<file path="config.mk">
export PLATFORM = sky130hd
export DESIGN_NAME = booth_mul_seq_flat
export DESIGN_NICKNAME = d
export VERILOG_FILES = /design/src/rtl/booth_mul_seq_if.sv /design/src/rtl/booth_mul_seq.sv /design/src/flat_wrapper.sv
export SDC_FILE = /design/constraint.sdc
export NUM_CORES = 1
export LEC_CHECK = 0
export CORE_MARGIN = 3
export CORE_UTILIZATION = 43
export CTS_CLUSTER_SIZE = 40
export DETAILED_ROUTE_END_ITERATION = 7
export PLACE_DENSITY = 0.8
export SYNTH_ARGS = -nofsm -noshare
export SYNTH_HDL_FRONTEND = slang
export SYNTH_SLANG_ARGS = --single-unit
</file>
<file path="constraint.sdc">
create_clock -name clk_i -period 2.2 [get_ports clk_i]
set_clock_uncertainty 0.15 [all_clocks]
set_input_delay 0.22 -clock clk_i [delete_from_list [all_inputs] [get_ports clk_i]]
set_output_delay 0.22 -clock clk_i [all_outputs]
set_load 0.1 [all_outputs]
</file>
<file path="src/rtl/booth_mul_seq_if.sv">
// Host-side channels of the Booth multiplier sequencer: operand input and result output,
// each with its own valid/ready handshake.
interface booth_mul_seq_if #(
  parameter int n = 8
);
  logic           in_valid_i;
  logic           in_ready_o;
  logic [n:0]     a_i;
  logic [n:0]     b_i;
  logic           out_valid_o;
  logic           out_ready_i;
  logic [2*n+1:0] y_o;
  logic           err_o;

  modport master (
    output in_valid_i, a_i, b_i, out_ready_i,
    input  in_ready_o, out_valid_o, y_o, err_o
  );

  modport slave (
    input  in_valid_i, a_i, b_i, out_ready_i,
    output in_ready_o, out_valid_o, y_o, err_o
  );
endinterface

</file>
<file path="src/rtl/booth_mul_seq.sv">
// Handshake sequencer around the serial Booth multiplier: loads operands by pulsing the
// multiplier through reset, waits for its done flag (or a timeout) and hands off the product.
module booth_mul_seq #(
  parameter int n   = 8,
  parameter int TMO = 20
) (
  input  logic           clk_i,
  input  logic           rst_i,
  booth_mul_seq_if.slave host,
  output logic           busy_o,
  output logic [15:0]    ops_o,
  output logic [n:0]     mul_a_o,
  output logic [n:0]     mul_b_o,
  output logic           mul_rst_o,
  input  logic           mul_fl_i,
  input  logic [2*n+1:0] mul_y_i
);
  localparam int TW = $clog2(TMO + 1);

  localparam logic [1:0] IDLE = 2'd0;
  localparam logic [1:0] LOAD = 2'd1;
  localparam logic [1:0] BUSY = 2'd2;
  localparam logic [1:0] DONE = 2'd3;

  logic [1:0]     state_q, state_d;
  logic [n:0]     a_q, a_d;
  logic [n:0]     b_q, b_d;
  logic [2*n+1:0] y_q, y_d;
  logic           err_q, err_d;
  logic [15:0]    ops_q, ops_d;
  logic [TW-1:0]  tmo_q, tmo_d;
  logic           in_xfer;
  logic           out_xfer;

  // In DONE a new pair may only enter in the same cycle the current result leaves.
  assign host.in_ready_o = (state_q == IDLE) || ((state_q == DONE) && host.out_ready_i);
  assign in_xfer         = host.in_valid_i && host.in_ready_o;
  assign out_xfer        = (state_q == DONE) && host.out_ready_i;

  always_comb begin
    state_d = state_q;
    a_d     = a_q;
    b_d     = b_q;
    y_d     = y_q;
    err_d   = err_q;
    ops_d   = ops_q;
    tmo_d   = tmo_q;
    case (state_q)
      IDLE: begin
        if (in_xfer) begin
          a_d     = host.a_i;
          b_d     = host.b_i;
          state_d = LOAD;
        end
      end
      LOAD: begin
        tmo_d   = '0;
        state_d = BUSY;
      end
      BUSY: begin
        tmo_d = tmo_q + TW'(1);
        if (mul_fl_i) begin
          y_d     = mul_y_i;
          err_d   = 1'b0;
          state_d = DONE;
        end else if (tmo_q == TW'(TMO - 1)) begin
          y_d     = '0;
          err_d   = 1'b1;
          state_d = DONE;
        end
      end
      DONE: begin
        if (out_xfer) begin
          ops_d = ops_q + 16'd1;
          if (in_xfer) begin
            a_d     = host.a_i;
            b_d     = host.b_i;
            state_d = LOAD;
          end else begin
            state_d = IDLE;
          end
        end
      end
      default: state_d = IDLE;
    endcase
  end

  always_ff @(posedge clk_i) begin
    if (rst_i) begin
      state_q <= IDLE;
      a_q     <= '0;
      b_q     <= '0;
      y_q     <= '0;
      err_q   <= 1'b0;
      ops_q   <= '0;
      tmo_q   <= '0;
    end else begin
      state_q <= state_d;
      a_q     <= a_d;
      b_q     <= b_d;
      y_q     <= y_d;
      err_q   <= err_d;
      ops_q   <= ops_d;
      tmo_q   <= tmo_d;
    end
  end

  // The multiplier runs only in BUSY; every other state parks it in reset.
  assign host.out_valid_o = (state_q == DONE);
  assign host.y_o         = y_q;
  assign host.err_o       = err_q;
  assign busy_o           = (state_q == LOAD) || (state_q == BUSY);
  assign ops_o            = ops_q;
  assign mul_a_o          = a_q;
  assign mul_b_o          = b_q;
  assign mul_rst_o        = (state_q != BUSY);
endmodule
</file>
<file path="src/flat_wrapper.sv">
// flat-port wrapper written by rule: the top's interface ports become plain ports
module booth_mul_seq_flat 
#(
  parameter int n   = 8,
  parameter int TMO = 20
)
  (clk_i, rst_i, busy_o, ops_o, mul_a_o, mul_b_o, mul_rst_o, mul_fl_i, mul_y_i, host_in_valid_i, host_a_i, host_b_i, host_out_ready_i, host_in_ready_o, host_out_valid_o, host_y_o, host_err_o);
  booth_mul_seq_if #(.n(n)) host_i ();
  input  logic clk_i;
  input  logic rst_i;
  output logic busy_o;
  output logic [15:0] ops_o;
  output logic [n:0] mul_a_o;
  output logic [n:0] mul_b_o;
  output logic mul_rst_o;
  input  logic mul_fl_i;
  input  logic [2*n+1:0] mul_y_i;
  input wire logic [$bits(host_i.in_valid_i)-1:0] host_in_valid_i;
  input wire logic [$bits(host_i.a_i)-1:0] host_a_i;
  input wire logic [$bits(host_i.b_i)-1:0] host_b_i;
  input wire logic [$bits(host_i.out_ready_i)-1:0] host_out_ready_i;
  output wire logic [$bits(host_i.in_ready_o)-1:0] host_in_ready_o;
  output wire logic [$bits(host_i.out_valid_o)-1:0] host_out_valid_o;
  output wire logic [$bits(host_i.y_o)-1:0] host_y_o;
  output wire logic [$bits(host_i.err_o)-1:0] host_err_o;
  assign host_i.in_valid_i = host_in_valid_i;
  assign host_i.a_i = host_a_i;
  assign host_i.b_i = host_b_i;
  assign host_i.out_ready_i = host_out_ready_i;
  assign host_in_ready_o = host_i.in_ready_o;
  assign host_out_valid_o = host_i.out_valid_o;
  assign host_y_o = host_i.y_o;
  assign host_err_o = host_i.err_o;
  booth_mul_seq #(.n(n), .TMO(TMO)) u_core (.clk_i(clk_i), .rst_i(rst_i), .host(host_i), .busy_o(busy_o), .ops_o(ops_o), .mul_a_o(mul_a_o), .mul_b_o(mul_b_o), .mul_rst_o(mul_rst_o), .mul_fl_i(mul_fl_i), .mul_y_i(mul_y_i));
endmodule
</file>
### Yosys cells after proc, flatten, opt, wreduce, memory -nomap -nowiden

Index checks and enable logic that the tools add are counted.

* input port bits: 41
* output and inout bits: 57
* logic and storage cells: 46
* bits in registers: 60

* add/sub/neg operators: 2
* reduce and logical (&&, ||, !) cells: 12
* equality and inequality tests: 8
* multiplexer cells: 17

Operators with widths (count)
* 18-bit 2-to-1 mux: 2
* 9-bit 2-to-1 mux: 4
* 9-bit one-hot mux with 2 select lines: 2
* 16-bit by 1-bit adder with 16-bit output (second input constant): 1
* 5-bit one-hot mux with 2 select lines: 1
* 2-bit 2-to-1 mux: 4
* 2-bit one-hot mux with 4 select lines: 1
* 2-bit AND reduction: 3
* 2-bit nonzero test: 3
* 5-bit by 1-bit adder with 5-bit output (second input constant): 1
* 5-bit == test (second input constant): 1
* 2-bit == test (second input constant): 2
* 2-bit by 1-bit != test with 1-bit output (second input constant): 2
* 1-bit 2-to-1 mux: 3
* 3-bit by 2-bit != test with 1-bit output (second input constant): 1
* 3-bit AND reduction: 1
* 2-bit by 1-bit == test with 1-bit output (second input constant): 1
* 1-bit logical AND: 2
* 2-bit logical NOT: 1
* 1-bit logical OR: 2
* 2-bit != test (second input constant): 1

### Longest topological paths before layout

Gate-level depths: netlist of the first run.

* depth in word-level cells: 7
* mapped depth: 7
* gate-level depth less buffers: 6

### Least setup slack after synthesis of the first run

No wires, ideal clock.

* path type: register to register
* start point: register u_core.state_q[1]
* end point: register u_core.ops_q[14] (netlist: u_core.ops_o[14])
* clock period less this slack: 2.804 ns
* arrival: 2.583 ns
* cell stages (with the launch flop): 7
* data required time: 1.980 ns
* path buffers: 1
* slack: -0.604 ns
* setup time: 0.070 ns
* path through: dfxtp_1 ha_1 buf_6 nand4_2 or4_4 or3_1 a21oi_1

* longest elaborated chain between the ends: 3

Ends and longest elaborated chain
* start, declared: RTL line booth_mul_seq.sv:25 `logic [1:0] state_q, state_d;`
* start signal, assigned: RTL line booth_mul_seq.sv:98 `state_q <= state_d;`
* 2-bit == test (*)
* via host_out_valid_o: RTL line flat_wrapper.sv:23 `output wire logic [$bits(host_i.out_valid_o)-1:0] host_out_valid_o;`
* 1-bit logical AND: RTL line booth_mul_seq.sv:38 `assign out_xfer = (state_q == DONE) && host.out_ready_i;`
* 2-bit AND reduction (no line) (*)
* end signal, assigned: RTL line booth_mul_seq.sv:103 `ops_q <= ops_d;`
* end, declared: RTL line booth_mul_seq.sv:30 `logic [15:0] ops_q, ops_d;`

The timed path passes the listed nets; every way through them passes the cells marked *.
A chain may end at the register's enable or synchronous reset.

### Worst setup path after layout of the first run

* start point: register u_core.state_q[1]
* end point: register u_core.ops_q[14] (netlist: u_core.ops_o[14])

* longest elaborated chain between the ends: 3

Ends and longest elaborated chain (RTL line)
* 2-bit == test (*): booth_mul_seq.sv:38, booth_mul_seq.sv:48
* 1-bit logical AND: booth_mul_seq.sv:38
* 2-bit AND reduction (no line) (*)

Every way passes the cells marked *; elsewhere a longest branch is shown, timed or not.

==> results of run 1 <==
## path summary, 6_finish.rpt
path,from,end,slack (ns)
worst min-delay path,rst_i,u_core.ops_o[4],0.13
worst max register to register,u_core.state_q[1],u_core.ops_o[14],0.25
worst max-delay path,u_core.state_q[1],u_core.ops_o[14],0.25
worst min register to register,u_core.host.err_o,u_core.host.err_o,0.33
## synthesized netlist by cell type, types with 2 or more instances
master	count	share of area
dfxtp_1	60	0.50
nor2_1	53	0.083
mux2i_1	20	0.084
a22oi_1	18	0.056
clkbuf_1	9	0.014
xor2_1	9	0.033
nand2_1	8	0.013
ha_1	6	0.031
xnor2_1	6	0.022
a21oi_1	5	0.010
inv_1	5	0.0078
nand3_1	5	0.010
nand4_1	5	0.013
o21ai_0	4	0.0084
or3_1	4	0.010
nand2b_1	3	0.0078
nor4_1	3	0.0078
a211oi_1	2	0.0063
buf_6	2	0.0094
nor3_1	2	0.0042
or4_4	2	0.0094
## metrics by stage
stage | instance area [µm²] | hold slack, ns | power [mW] | cells | util
2_1_floorplan | 2450 | 0.2139 | 2.761 | 247 | -
3_3_place_gp | 3408 | 0.2945 | 3.219 | 408 | 0.6507
3_5_place_dp | 3408 | 0.3107 | 3.242 | 408 | 0.6507
4_1_cts | 3618 | 0.1369 | 4.263 | 424 | 0.6909
5_1_grt | 3618 | 0.1468 | 4.405 | 424 | 0.6909
6_report | 3618 | 0.1341 | 4.223 | 424 | 0.6909
## worst register-to-register path: stages (launching register included)
cell     delay, ns
dfxtp_4       0.38
ha_4          0.22
nand4_4       0.12
or4_4         0.55
or3_1         0.32
a21oi_1       0.14
## sequential cells by signal, indices dropped and copies added (netlist names)
| name | cells |
|---|---|
| u_core.host.err_o | 1 |
| u_core.host.y_o | 18 |
| u_core.mul_a_o | 9 |
| u_core.mul_b_o | 9 |
| u_core.ops_o | 16 |
| u_core.state_q | 2 |
| u_core.tmo_q | 5 |
## cell families after synthesis
kind of cell	Yosys count	share of synthesized area
and+or+nand+nor	93	0.1887
buffers and inverters	18	0.03607
muxes	21	0.08834
AOI/OAI and AO/OA	34	0.09879
xor gates and xnor gates	15	0.05489
DFF	60	0.5018
adders and majority gates	6	0.03136
## report_power, final
part,internal [mW],total [mW],switching (mW)
Sequential,1.22,1.30,0.0816
Combinational,0.542,1.91,1.36
Clock,0.587,1.02,0.429
Total,2.35,4.22,1.87
## per-layer routing
metal,vias to the layer above,routed length (µm),global-route usage
met3,6,440,0.06390
met4,0,56,0.06419
met5,-,0,0
li1,1067,-,-
met2,68,2793,0.3179
met1,985,2486,0.2175
## layout make-up
| class | instances | area [µm²] | area share |
|---|---|---|---|
| multi-input cells | 169 | 1135 | 0.3136 |
| well taps | 70 | 87.58 | 0.02420 |
| flip-flops and latches | 60 | 1225 | 0.3385 |
| repair buffers | 104 | 938.4 | 0.2593 |
| clock inverters | 6 | 61.31 | 0.01694 |
| clock buffers | 10 | 148.9 | 0.04115 |
| inverters | 5 | 22.52 | 0.006224 |
==> impl_metrics.yaml, run 1 <==
outcome:
  status: "completed"
final_layout:
  layout_commonest_cell: "buf_4"
  antennaDiodeCount: 0
  final_layout_size_suffix_gt1_frac: 0.2938
  fill_cells: 429
  mostFrequentLayoutCells: "buf_4 (59), nor2_1 (53), dfxtp_1 (47), clkdlybuf4s50_1 (39), mux2i_1 (20)"
  nets: 396
  area_delta_synth_final_pct: 51.18
routing:
  drc_errors: 0
  drt_iter0_drc: 63
  postRouteWirelength_mm: 5.776
  vias: 2126
  ant_nets: 0
  dr.pass1.iters: 4
  wire_per_inst_um: 13.62
  via_per_inst: 5.014
sta:
  tightest_slew_ns: 0.7124
  rsz0062_at_grt: "no"
  slew_headroom: 0.5251
  fin_setup_tns_ns: 0
  hold_viol_final: 0
  fin_ws_ns: 0.2533
  setup_viol: 0
  maxSlewViolCount: 0
  fmax_ghz: 0.5137
  finalCritPeriodShare: 0.8848
  period_minus_slack_ns: 1.947
critical_path:
  cp.buffers_inverters: 0
  critPathTopFamily: "simple AND/OR/NAND/NOR gates"
  cpPeakStageDelay_ns: 0.55
  worstPathRequired_ns: 2.31
  worstSetupPathDepth: 5
  critPathKind: "flip-flop to flip-flop"
  end_kind: "flip-flop"
  crit_arrival_ns: 2.06
  reg2reg_depth: 5
  worstPathCellList: "ha_4, nand4_4, or4_4, or3_1, a21oi_1"
  path_max_fanout: 9
  cp_slowest_cell: "or4_4"
  crit_path_start_kind: "flip-flop"
floorplanning:
  die_w_um: 80.61
  io-pin-count: 98
  std_cell_rows: 26
  core-area_mm2: 0.005238
  die_area_mm2: 0.006498
  die_h_um: 80.61
  start_util: 0.4570
logic_synthesis:
  ys_seq_area_frac: 0.5018
  synth_edf_count: 0
  synth.avg_cell_area_um2: 9.690
  synthArstFlopShare: 0
  synth_nets: 294
  syn_area_mm2: 0.002394
  ys_seq_elements: 60
  syn-instance-count: 247
  yosysWarnings: 0
  netlist-cell-type-count: 37
  ys.flop_type: "dfxtp_1"
power_and_ir_drop:
  powerDensity_mw_per_mm2: 1167
  ir_drop_mv: 0.9831
  p_leak_nw: 1.558
placed_design:
  numPortBuffers: 97
  dp_hpwl_mm: 4.212
  gp_congestion: 0.7939
  pre_cts_ws_ns: 0.01013
cts:
  cts_buffers: 9
  insertion_delay_ns: 0.32
  clockBufferDepth: 2
  path_clk_slew_ns: 0.07
  post-cts-setup-buffer-count: 0
  clock-sinks: 60
  cts-root-buf: "clkbuf_8"
  cts_tree: "done"
  htree_levels: 3
  cts_resized: 0
  holdBufCountCts: 0
global_route:
  grt_max_degree: 39
  antenna_found_initial: 0
  grtUsageTotal: 0.1868
  grt_pass1_wl_mm: 9.515
  grt-ovfl-total: 0
  grt_pass1_vias: 2134
job:
  maxCapViolations: 0
hold_path:
  min_delay_path_depth: 2
  holdCritPathClass: "input pin to flip-flop"
Power figures use the tool's default switching activity.
==> run 2, diff against run 1 <==
- CELL_PAD_IN_SITES_DETAIL_PLACEMENT: unset -> 0
- CELL_PAD_IN_SITES_GLOBAL_PLACEMENT: unset -> 1
- CORE_UTILIZATION: 43 -> 31
- PLACE_DENSITY: 0.8 -> unset
- PLACE_DENSITY_LB_ADDON: unset -> 0.1
==> run 2 against run 1 <==
Die area up 36%; core utilization is 19 points lower; first-iteration DRC count grew 60%; critical path type unchanged; largest cell class unchanged; highest routed layer unchanged.
==> impl_metrics.yaml, run 2 (same netlist as run 1, synthesis figures left out) <==
global_route:
  antenna_found_initial: 0
  grt_util_met1: 0.1670
  grt-ovfl-total: 0
  use_met2: 0.2253
  grt_max_degree: 40
  grtUsageTotal: 0.1420
  grt_pass1_vias: 1983
  top_usage_layer: "met2"
  use_met3: 0.06731
  grt_pass1_wl_mm: 9.735
power_and_ir_drop:
  intPower_mw: 2.493
  p_sw_mw: 1.889
  p_leak_nw: 1.567
  power_frac_comb: 0.435
  p_seq_frac: 0.296
  powerDensity_mw_per_mm2: 1193
  power.total_mw: 4.382
  ir_drop_mv: 0.9358
  swShare: 0.4310
  pwr-share-clk: 0.268
final_layout:
  layout_commonest_cell: "buf_4"
  final_cell_area_mm2: 0.003672
  largest_reg_flops: 18
  nets: 395
  mostFrequentLayoutCells: "buf_4 (58), nor2_1 (53), dfxtp_1 (47), clkdlybuf4s50_1 (39), mux2i_1 (20)"
  final_layout_size_suffix_gt1_frac: 0.2890
  antennaDiodeCount: 0
  area_delta_synth_final_pct: 53.42
sta:
  finalCritPeriodShare: 0.8944
  slew_headroom: 0.5169
  period_minus_slack_ns: 1.968
  setup_viol: 0
  tightest_slew_ns: 0.7247
  hold_viol_final: 0
  hold_ws_ns: 0.1312
  maxSlewViolCount: 0
  fin_ws_ns: 0.2323
  rsz0062_at_grt: "no"
  fmax_ghz: 0.5082
floorplanning:
  die_area_mm2: 0.008812
  core-area_mm2: 0.007370
  std_cell_rows: 31
  io-pin-count: 98
  start_util: 0.3248
  die_w_um: 93.87
  die_h_um: 93.87
placed_design:
  numPortBuffers: 97
  pre_cts_ws_ns: -0.01415
  dp_hpwl_mm: 4.248
  gp_congestion: 0.7037
  post_dp_cell_area_mm2: 0.003437
cts:
  htree_levels: 3
  clock-sinks: 60
  holdBufCountCts: 0
  clockBufferDepth: 2
  insertion_delay_ns: 0.33
  post-cts-setup-buffer-count: 0
  cts_resized: 0
  cts_tree: "done"
  cts-root-buf: "clkbuf_8"
  path_clk_slew_ns: 0.07
  cts_buffers: 9
routing:
  vias: 2086
  postRouteWirelength_mm: 6.164
  via_per_inst: 4.615
  drt_iter0_drc: 101
  dr.pass1.iters: 4
  wire_per_inst_um: 13.64
  drc_errors: 0
  ant_nets: 0
job:
  maxCapViolations: 0
critical_path:
  crit_arrival_ns: 2.02
  path_max_fanout: 3
  worstPathRequired_ns: 2.25
  critPathKind: "flip-flop to flip-flop"
  end_kind: "flip-flop"
  crit_path_start_kind: "flip-flop"
hold_path:
  holdCritPathClass: "input pin to flip-flop"
outcome:
  status: "completed"
## run 2: critical path: stages (launching register included)
cell and delay (ns):
dfxtp_1 0.38, ha_1 0.20, nor4bb_1 0.46, o311ai_2 0.17, a2111oi_0 0.39, a211oi_1 0.09
## run 2: worst paths after layout
path | start | to | slack (ns) | cells past startpoint
setup / recovery | u_core.tmo_q[0] | u_core.state_q[0] | 0.23 | 5
hold / removal | rst_i | u_core.ops_o[5] | 0.13 | 2
setup reg to reg | u_core.tmo_q[0] | u_core.state_q[0] | 0.23 | 5
hold reg to reg | u_core.host.err_o | u_core.host.err_o | 0.32 | 2
## run 2: final cells by class
class	count	area [µm²]
fill	714	3697
sequential	60	1225
multi-input combinational	169	1135
timing repair buffer	103	930.9
clock buffer	13	168.9
tap	99	123.9
clock inverter	3	66.31
inverter	5	22.52
## run 2: routing by layer
layer  part of all wire  vias to the layer above
met2               0.48                       61
met4              0.015                        0
met5                  0                        -
met1               0.43                      956
met3              0.080                        8
li1                   -                     1061
## run 2: per-stage QoR
stage / setup TNS (ns) / util / cells
floorplan: 0 / - / 247
global placement: -0.002244 / 0.4664 / 436
detailed placement: -0.01415 / 0.4664 / 436
CTS: 0 / 0.4983 / 452
global route: 0 / 0.4983 / 452
finish: 0 / 0.4983 / 452
## run 2: power by group through the flow
stage	registers, mW	logic [mW]	clock network (mW)
floorplan	2.09	0.670	0
global placement	1.32	1.92	0
detailed placement	1.32	1.92	0
CTS	1.30	1.92	1.22
global route	1.32	1.99	1.27
finish	1.30	1.91	1.18
